==> config.mk <==
export PLATFORM = sky130hd
export DESIGN_NAME = pipe_hazard_ctrl_flat
export DESIGN_NICKNAME = d
export VERILOG_FILES = /design/src/rtl/pipe_hazard_ctrl_if.sv /design/src/rtl/pipe_hazard_ctrl.sv /design/src/flat_wrapper.sv
export SDC_FILE = /design/constraint.sdc
export NUM_CORES = 1
export LEC_CHECK = 0
export CORE_ASPECT_RATIO = 2
export CORE_MARGIN = 3
export CORE_UTILIZATION = 35
export CTS_CLUSTER_DIAMETER = 40
export DETAILED_ROUTE_END_ITERATION = 10
export REMOVE_ABC_BUFFERS = 1
export SYNTH_ARGS = -nofsm -noshare
export SYNTH_HDL_FRONTEND = slang
export SYNTH_SLANG_ARGS = --single-unit
export TNS_END_PERCENT = 1
==> constraint.sdc <==
create_clock -name clk -period 3.2 [get_ports clk]
set_clock_uncertainty 0.05 [all_clocks]
set_input_delay 0.48 -clock clk [delete_from_list [all_inputs] [get_ports clk]]
set_output_delay 0.48 -clock clk [all_outputs]
set_load 0.01 [all_outputs]
==> src/rtl/pipe_hazard_ctrl_if.sv <==
// ---------------------------------------------------------------------------
// pipe_hazard_ctrl_if
// Purpose : bundles the hazard controller's request inputs and its pipeline
//           control / status outputs into one connection.
// Signals :
//   stall_req     [NSTAGE]  per-stage hold request
//   flush_req     [NSTAGE]  per-stage clear request
//   md_start               mult/div issued this cycle
//   md_is_div              with md_start: 1=div, 0=mult
//   md_use                 consumer of HI/LO or md unit sits in MD_STAGE
//   pcen                   PC write enable
//   en            [NSTAGE]  pipeline register enables
//   clr           [NSTAGE]  pipeline register clears (bubble insert)
//   md_busy                mult/div busy timer nonzero
//   stall_cycles  [SCW]     saturating count of cycles with pcen=0
//   stall_timeout          sticky flag for an over-long consecutive stall
// Modports: master drives the requests (pipeline side / bench),
//           slave is the controller itself.
// ---------------------------------------------------------------------------
interface pipe_hazard_ctrl_if #(
    parameter int NSTAGE = 5,
    parameter int SCW    = 32
);
    logic [NSTAGE-1:0] stall_req;
    logic [NSTAGE-1:0] flush_req;
    logic              md_start;
    logic              md_is_div;
    logic              md_use;
    logic              pcen;
    logic [NSTAGE-1:0] en;
    logic [NSTAGE-1:0] clr;
    logic              md_busy;
    logic [SCW-1:0]    stall_cycles;
    logic              stall_timeout;

    modport master (
        output stall_req, flush_req, md_start, md_is_div, md_use,
        input  pcen, en, clr, md_busy, stall_cycles, stall_timeout
    );

    modport slave (
        input  stall_req, flush_req, md_start, md_is_div, md_use,
        output pcen, en, clr, md_busy, stall_cycles, stall_timeout
    );
endinterface

==> src/rtl/pipe_hazard_ctrl.sv <==
// ---------------------------------------------------------------------------
// pipe_hazard_ctrl
// Purpose : stall/flush controller for an NSTAGE pipeline. Merges per-stage
//           stall requests, flush requests and a mult/div busy timer into the
//           PC enable, per-stage register enables and bubble clears. Also
//           counts stall cycles and flags stalls that run too long.
// Ports   :
//   clk    rising-edge clock
//   reset  asynchronous, active-high reset
//   bus    pipe_hazard_ctrl_if.slave (requests in, controls/status out)
// pcen/en/clr are combinational from the current requests and timer state;
// md_busy depends only on the registered timer.
// ---------------------------------------------------------------------------
module pipe_hazard_ctrl #(
    parameter int NSTAGE    = 5,
    parameter int MD_STAGE  = 1,
    parameter int MULT_CYC  = 5,
    parameter int DIV_CYC   = 10,
    parameter int CW        = 4,
    parameter int SCW       = 32,
    parameter int MAX_STALL = 64
) (
    input  logic             clk,
    input  logic             reset,
    pipe_hazard_ctrl_if.slave bus
);
    localparam int IW = (NSTAGE > 1) ? $clog2(NSTAGE) : 1;
    localparam int XW = $clog2(MAX_STALL + 1);

    logic [CW-1:0]     r_timer;
    logic [SCW-1:0]    r_stall_cycles;
    logic [XW-1:0]     r_consec;
    logic              r_timeout;

    logic              w_md_busy;
    logic              w_md_stall;
    logic [NSTAGE-1:0] w_req;
    logic              w_any;
    logic [IW-1:0]     w_top;
    logic              w_pcen;
    logic [NSTAGE-1:0] w_en;
    logic [NSTAGE-1:0] w_clr;

    assign w_md_busy = (r_timer != {CW{1'b0}});

    // Merge requests, find the deepest stalled stage, derive pcen/en/clr.
    always_comb begin
        w_md_stall = bus.md_use & (w_md_busy | bus.md_start);
        w_req      = bus.stall_req | (NSTAGE'(w_md_stall) << MD_STAGE);
        w_any      = 1'b0;
        w_top      = {IW{1'b0}};
        w_en       = {NSTAGE{1'b1}};
        w_clr      = bus.flush_req;
        // Ascending scan: the last set bit wins, giving the highest index.
        for (int i = 0; i < NSTAGE; i++) begin
            w_any = w_any | w_req[i];
            w_top = w_req[i] ? IW'(i) : w_top;
        end
        // Everything at or below the deepest stall holds; the stage just
        // after it receives a bubble so the held instruction is not duplicated.
        for (int i = 0; i < NSTAGE; i++) begin
            w_en[i]  = ~w_any | (i > int'(w_top));
            w_clr[i] = bus.flush_req[i] | (w_any & (i == int'(w_top) + 1));
        end
        w_pcen = ~w_any;
    end

    // Mult/div busy timer: loads only on an accepted start, else counts down.
    always_ff @(posedge clk or posedge reset) begin
        if (reset) begin
            r_timer <= {CW{1'b0}};
        end else if (bus.md_start && w_pcen && !w_md_busy) begin
            r_timer <= bus.md_is_div ? CW'(DIV_CYC) : CW'(MULT_CYC);
        end else if (w_md_busy) begin
            r_timer <= r_timer - {{(CW-1){1'b0}}, 1'b1};
        end else begin
            r_timer <= r_timer;
        end
    end

    // Stall statistics: total saturating count, consecutive run, sticky timeout.
    always_ff @(posedge clk or posedge reset) begin
        if (reset) begin
            r_stall_cycles <= {SCW{1'b0}};
            r_consec       <= {XW{1'b0}};
            r_timeout      <= 1'b0;
        end else if (!w_pcen) begin
            if (r_stall_cycles != {SCW{1'b1}}) begin
                r_stall_cycles <= r_stall_cycles + {{(SCW-1){1'b0}}, 1'b1};
            end else begin
                r_stall_cycles <= r_stall_cycles;
            end
            if (r_consec != XW'(MAX_STALL)) begin
                r_consec <= r_consec + {{(XW-1){1'b0}}, 1'b1};
            end else begin
                r_consec <= r_consec;
            end
            // This edge brings the run to MAX_STALL (or it is already there).
            if (r_consec >= XW'(MAX_STALL - 1)) begin
                r_timeout <= 1'b1;
            end else begin
                r_timeout <= r_timeout;
            end
        end else begin
            r_stall_cycles <= r_stall_cycles;
            r_consec       <= {XW{1'b0}};
            r_timeout      <= r_timeout;
        end
    end

    assign bus.pcen          = w_pcen;
    assign bus.en            = w_en;
    assign bus.clr           = w_clr;
    assign bus.md_busy       = w_md_busy;
    assign bus.stall_cycles  = r_stall_cycles;
    assign bus.stall_timeout = r_timeout;
endmodule

==> src/flat_wrapper.sv <==
// flat-port wrapper written by rule: the top's interface ports become plain ports
module pipe_hazard_ctrl_flat 
#(
    parameter int NSTAGE    = 5,
    parameter int MD_STAGE  = 1,
    parameter int MULT_CYC  = 5,
    parameter int DIV_CYC   = 10,
    parameter int CW        = 4,
    parameter int SCW       = 32,
    parameter int MAX_STALL = 64
)
  (clk, reset, bus_stall_req, bus_flush_req, bus_md_start, bus_md_is_div, bus_md_use, bus_pcen, bus_en, bus_clr, bus_md_busy, bus_stall_cycles, bus_stall_timeout);
  pipe_hazard_ctrl_if #(.NSTAGE(NSTAGE), .SCW(SCW)) bus_i ();
  input  logic clk;
  input  logic reset;
  input wire logic [$bits(bus_i.stall_req)-1:0] bus_stall_req;
  input wire logic [$bits(bus_i.flush_req)-1:0] bus_flush_req;
  input wire logic [$bits(bus_i.md_start)-1:0] bus_md_start;
  input wire logic [$bits(bus_i.md_is_div)-1:0] bus_md_is_div;
  input wire logic [$bits(bus_i.md_use)-1:0] bus_md_use;
  output wire logic [$bits(bus_i.pcen)-1:0] bus_pcen;
  output wire logic [$bits(bus_i.en)-1:0] bus_en;
  output wire logic [$bits(bus_i.clr)-1:0] bus_clr;
  output wire logic [$bits(bus_i.md_busy)-1:0] bus_md_busy;
  output wire logic [$bits(bus_i.stall_cycles)-1:0] bus_stall_cycles;
  output wire logic [$bits(bus_i.stall_timeout)-1:0] bus_stall_timeout;
  assign bus_i.stall_req = bus_stall_req;
  assign bus_i.flush_req = bus_flush_req;
  assign bus_i.md_start = bus_md_start;
  assign bus_i.md_is_div = bus_md_is_div;
  assign bus_i.md_use = bus_md_use;
  assign bus_pcen = bus_i.pcen;
  assign bus_en = bus_i.en;
  assign bus_clr = bus_i.clr;
  assign bus_md_busy = bus_i.md_busy;
  assign bus_stall_cycles = bus_i.stall_cycles;
  assign bus_stall_timeout = bus_i.stall_timeout;
  pipe_hazard_ctrl #(.NSTAGE(NSTAGE), .MD_STAGE(MD_STAGE), .MULT_CYC(MULT_CYC), .DIV_CYC(DIV_CYC), .CW(CW), .SCW(SCW), .MAX_STALL(MAX_STALL)) u_core (.clk(clk), .reset(reset), .bus(bus_i));
endmodule
-- Word-level counts from Yosys, hierarchy flattened
Cells that the tools add are included.
- add/subtract/negate cells: 4
- $lt $le $gt $ge: 5
- bitwise logic cells: 22
- reduce and logical (&&, ||, !) cells: 8
- equal/unequal tests: 7
- muxes and demuxes: 9
- operators with widths (operator ; count):
    $eq A3 B32 Y1 const A ; 2
    $add A32 B1 Y32 const B ; 1
    $eq A2 B32 Y1 const A ; 1
    $eq A4 B32 Y1 const A ; 1
    $logic_not A32 Y1 ; 1
    $ne A32 B32 Y1 const B ; 1
    $mux W7 ; 2
    $or A1 B1 Y1 ; 14
    $mux W4 ; 3
    $mux W3 ; 3
    $add A7 B1 Y7 const B ; 1
    $ge A7 B6 Y1 const B ; 1
    $ne A7 B7 Y1 const B ; 1
    $and A1 B1 Y1 ; 6
    $gt A2 B3 Y1 const A ; 2
    $or A5 B2 Y5 ; 1
    $add A3 B1 Y4 const B ; 1
    $reduce_and A2 Y1 ; 2
    $reduce_bool A4 Y1 ; 1
    $sub A4 B1 Y4 const B ; 1
    $gt A1 B3 Y1 const A ; 1
    $gt A3 B3 Y1 const A ; 1
    $logic_and A1 B1 Y1 ; 2
    $ne A2 B2 Y1 const B ; 1
    4 further kinds ; 4
- output and inout port bits: 45
- bits in registers: 44
- word-level logic and storage cells: 59
- input port bits: 15

-- Depth between registers and ports, before layout
- depth in word-level cells: 12
- depth in mapped cells: 8

-- Least setup slack after synthesis
Ideal clock, no wire load.
- path kind: register to output
- start: register u_core.r_timer[0]
- end: output bus_en[0]
- data required time: 2.670 ns
- setup slack: 0.698 ns
- data arrival time: 1.972 ns
- cell stages (with the launch flop): 7
- buffers on the path: 2
- cell sequence: dfrtp_1 -> inv_1 -> ha_1 -> or4b_4 -> a2111oi_4 -> buf_2 -> buf_4
- cells in the longest elaborated chain, start to end: 9
- ends and longest elaborated chain (what ; RTL line ; text):
    start: declaration ; pipe_hazard_ctrl.sv:30 ; logic [CW-1:0] r_timer;
    start signal: assignment ; pipe_hazard_ctrl.sv:71 ; r_timer <= {CW{1'b0}};
    start signal: assignment ; pipe_hazard_ctrl.sv:73 ; r_timer <= bus.md_is_div ? CW'(DIV_CYC) : CW'(MULT_CYC);
    start signal: assignment ; pipe_hazard_ctrl.sv:75 ; r_timer <= r_timer - {{(CW-1){1'b0}}, 1'b1};
    $reduce_bool A4 Y1 ; pipe_hazard_ctrl.sv:44 ; assign w_md_busy = (r_timer != {CW{1'b0}});
    $or A1 B1 Y1 ; pipe_hazard_ctrl.sv:48 ; w_md_stall = bus.md_use & (w_md_busy | bus.md_start);
    $and A1 B1 Y1 ; pipe_hazard_ctrl.sv:48 ;
    $or A5 B2 Y5 ; pipe_hazard_ctrl.sv:49 ; w_req = bus.stall_req | (NSTAGE'(w_md_stall) << MD_STAGE);
    $or A1 B1 Y1 (4 in series) ; pipe_hazard_ctrl.sv:56 ; w_any = w_any | w_req[i];
    $not A1 Y1 ; - ;
    end: declaration ; flat_wrapper.sv:22 ; output wire logic [$bits(bus_i.en)-1:0] bus_en;
Every way passes these cells.

-- Final worst setup path
- start: input bus_md_start
- end: output bus_clr[1]
- cells in the longest elaborated chain, start to end: 11
- elaborated cells on any way between the ends: 15
- ends and longest elaborated chain (what ; RTL line ; text):
    start: declaration ; flat_wrapper.sv:18 ; input wire logic [$bits(bus_i.md_start)-1:0] bus_md_start;
    $or A1 B1 Y1 (*) ; pipe_hazard_ctrl.sv:48 ;
    $and A1 B1 Y1 (*) ; pipe_hazard_ctrl.sv:48 ;
    $or A5 B2 Y5 (*) ; pipe_hazard_ctrl.sv:49 ;
    $mux W1 ; pipe_hazard_ctrl.sv:57 ; w_top = w_req[i] ? IW'(i) : w_top;
    $mux W3 (3 in series) ; pipe_hazard_ctrl.sv:57 ;
    $add A3 B1 Y4 ; pipe_hazard_ctrl.sv:63 ; w_clr[i] = bus.flush_req[i] | (w_any & (i == int'(w_top) + 1));
    $eq A2 B32 Y1 ; pipe_hazard_ctrl.sv:63 ;
    $and A1 B1 Y1 (*) ; pipe_hazard_ctrl.sv:63 ;
    $or A1 B1 Y1 (*) ; pipe_hazard_ctrl.sv:63 ;
    end: declaration ; flat_wrapper.sv:23 ; output wire logic [$bits(bus_i.clr)-1:0] bus_clr;
Every way passes the cells marked *; elsewhere a longest branch is shown, timed or not.

==> impl_metrics.env <==
export IMPL_cts_resized=0
export IMPL_drt_initial_drc_count=66
export IMPL_cts_tree="done"
export IMPL_finalSetupTns_ps=0
export IMPL_ys_ff_latch=44
export IMPL_min_period_ps=3050
export IMPL_io_pins=60
export IMPL_grt_pass1_wl_mm=8.59
export IMPL_route_final_wire_length_mm=5.04
export IMPL_cap_violations=0
export IMPL_antenna_cells=0
export IMPL_p_sw_frac=0.309
export IMPL_first_pass_iters=4
export IMPL_place_hpwl_mm=3.77
export IMPL_h_tree_depth=2
export IMPL_dieArea_sq_um=7490
export IMPL_cts_hold_fix_buffers=0
export IMPL_slowest_delay_ps=530
export IMPL_drcViolationCount=0
export IMPL_place_ws_ps=95.0
export IMPL_seq_area_frac_synth=0.489
export IMPL_worstSetupPathType="input port to primary output"
export IMPL_async_flop_share=1.00
export IMPL_grt_ovfl_total=0
export IMPL_grt_max_degree=45
export IMPL_drive_above_1_share=0.0580
export IMPL_antenna_found_initial=0
export IMPL_max_slew_margin_rel=0.473
export IMPL_num_fill_cells=587
export IMPL_cp_max_fo=4
export IMPL_outcome="complete, no violations"
export IMPL_seqPwrFrac=0.449
export IMPL_power_density_nw_per_um2=605
export IMPL_rows=40
export IMPL_initial_utilization=0.369
export IMPL_cts_buffer_depth=2
export IMPL_grt_pass1_vias=1785
export IMPL_cts_root_buf="clkbuf_16"
export IMPL_worstRegToRegCells=8
export IMPL_place_area_sq_um=2900
export IMPL_synth_top_flop_cell="dfrtp_1"
export IMPL_syn_cell_area_sq_um=2250
export IMPL_areaGrowthSynthToFinish_pct=35.6
export IMPL_finalHoldViolCount=0
export IMPL_clock_sinks=44
export IMPL_max_freq_mhz=328
export IMPL_crit_chain="clkdlybuf4s50_1 > or4b_4 > and2_1 > nor3_2 > a21o_1 > clkdlybuf4s50_1"
export IMPL_crit_top_cell="clkdlybuf4s50_1"
export IMPL_routed_via_count=1782
export IMPL_hold_class="flip-flop to flip-flop"
export IMPL_die_h_um=119
export IMPL_synthCells=216
export IMPL_worstMarginPinSlew_ps=790
export IMPL_crit_required_ps=2670
export IMPL_period_share=0.953
export IMPL_pwr_share_clk=0.274
export IMPL_fin_area_sq_um=3050
export IMPL_vias_per_cell=4.95
export IMPL_hold_slack_ps=435
export IMPL_rsz0062_at_grt="false"
export IMPL_cp_arrival_ps=2520
export IMPL_nNetsFinal=295
export IMPL_synth_edf_count=0
export IMPL_antenna_left=0
export IMPL_track_usage=0.143
export IMPL_cts_made_buffers=5
export IMPL_clk_pin_slew_ps=60
export IMPL_irDropWorstVdd_uv=355
export IMPL_place_congestion=0.764
export IMPL_p_sw_mw=0.571
export IMPL_setup_violations=0
export IMPL_min_path_cells=1
export IMPL_p_int_mw=1.28
export IMPL_leakage_nw=1.32
export IMPL_ys_warn_count=0
export IMPL_cp_end_kind="primary output"
export IMPL_comb_power_share=0.277
export IMPL_synthDistinctLibCells=38
export IMPL_avgSynthCellArea_sq_um=10.4
export IMPL_core_area_sq_um=6110
export IMPL_io_buffers=57
export IMPL_fin_ws_ps=149
export IMPL_wl_per_cell_um=14.0
export IMPL_critPathSlowestCell="or4b_4"
export IMPL_post_cts_buffers=0
export IMPL_drv_slew=0
export IMPL_clk_latency_ps=280
export IMPL_start_kind="input port"
export IMPL_die_w_um=62.7
[cells in the final DEF (no fill, tap or decap), types with 3 or more instances in the layout]
master           netlist  layout
nor4_1                 3       3
nand4_1               16      16
a21oi_1                3       3
xnor2_1               23      23
nor2_1                20      20
and3_1                 5       5
dfrtp_1               44      44
a31oi_1                3       3
xor2_1                16      16
nor4b_1                3       3
ha_1                   5       5
nand2_1               13      13
clkbuf_16              0       5
nand3_1               12      12
a21o_1                 4       4
inv_1                 11      10
nor3_1                 6       5
clkdlybuf4s50_1        0      57
[worst paths after layout]
kind	startpoint	end	slack, ps
worst max-delay path	bus_md_start	bus_clr[1]	150
worst min-delay path	u_core.bus.stall_timeout	u_core.bus.stall_timeout	430
worst max register to register	u_core.r_timer[0]	u_core.bus.stall_cycles[23]	510
worst min register to register	u_core.bus.stall_timeout	u_core.bus.stall_timeout	430
max in group asynchronous	reset	u_core.r_timer[2]	2110
min in group asynchronous	reset	u_core.bus.stall_cycles[13]	590
[registers in the layout, indices dropped and copies added, names as in the netlist]
register and cells:
u_core.r_timer 4, u_core.bus.stall_timeout 1, u_core.r_consec 7, u_core.bus.stall_cycles 32
[metrics by stage]
step	total power, mW	utilization	std cells
after floorplan	1.14	-	209
after global placement	1.35	0.475	352
after detailed placement	1.36	0.475	352
after CTS	1.87	0.499	360
after global routing	1.97	0.500	360
final	1.85	0.500	360
[cells by family after synthesis]
| kind of cell | synth area share |
|---|---|
| buffers and inverters | 0.0372 |
| AND/OR/NAND/NOR | 0.218 |
| multiplexers | 0.0139 |
| flip-flops | 0.489 |
| adder cells (fa/ha/maj) | 0.0278 |
| XOR/XNOR | 0.152 |
| AO/OA/AOI/OAI | 0.0623 |
[power by group through the flow]
stage | Combinational (mW) | Clock [mW] | Sequential (mW)
global placement | 0.513 | 0 | 0.837
finish | 0.512 | 0.506 | 0.828
detailed placement | 0.518 | 0 | 0.839
floorplan | 0.313 | 0 | 0.827
CTS | 0.523 | 0.521 | 0.831
global route | 0.579 | 0.540 | 0.850
[layout make-up]
cell class	instances	area, sq um	area share
timing repair buffer	59	586	0.192
multi-input combinational	154	1070	0.351
sequential	44	1100	0.361
tap	84	105	0.0344
clock buffer	6	139	0.0455
clock inverter	2	10.0	0.00328
inverter	11	41.3	0.0135
[critical path, delay by kind of cell]
kind	cells	cell delay [ps]
compound gates	1	140
simple gates	3	920
buf+inv	2	980
[per-layer routing]
metal	part of all wire	track usage	routed length (um)
met1	0.41	0.160	2070
met2	0.53	0.260	2700
met3	0.037	0.0283	187
met4	0.018	0.0539	89
met5	0	0	0
[cell usage after synthesis, types with 3 or more instances]
library cell | number | area, sq um
a21o_1 | 4 | 30.0
a21oi_1 | 3 | 15.0
a31oi_1 | 3 | 18.8
and3_1 | 5 | 31.3
clkbuf_1 | 3 | 11.3
dfrtp_1 | 44 | 1100
ha_1 | 5 | 62.6
inv_1 | 11 | 41.3
nand2_1 | 13 | 48.8
nand3_1 | 12 | 60.1
nand4_1 | 16 | 100
nor2_1 | 20 | 75.1
nor3_1 | 6 | 30.0
nor4_1 | 3 | 18.8
nor4b_1 | 3 | 26.3
xnor2_1 | 23 | 201
xor2_1 | 16 | 140
No activity file was read; power rests on OpenSTA's default activity.
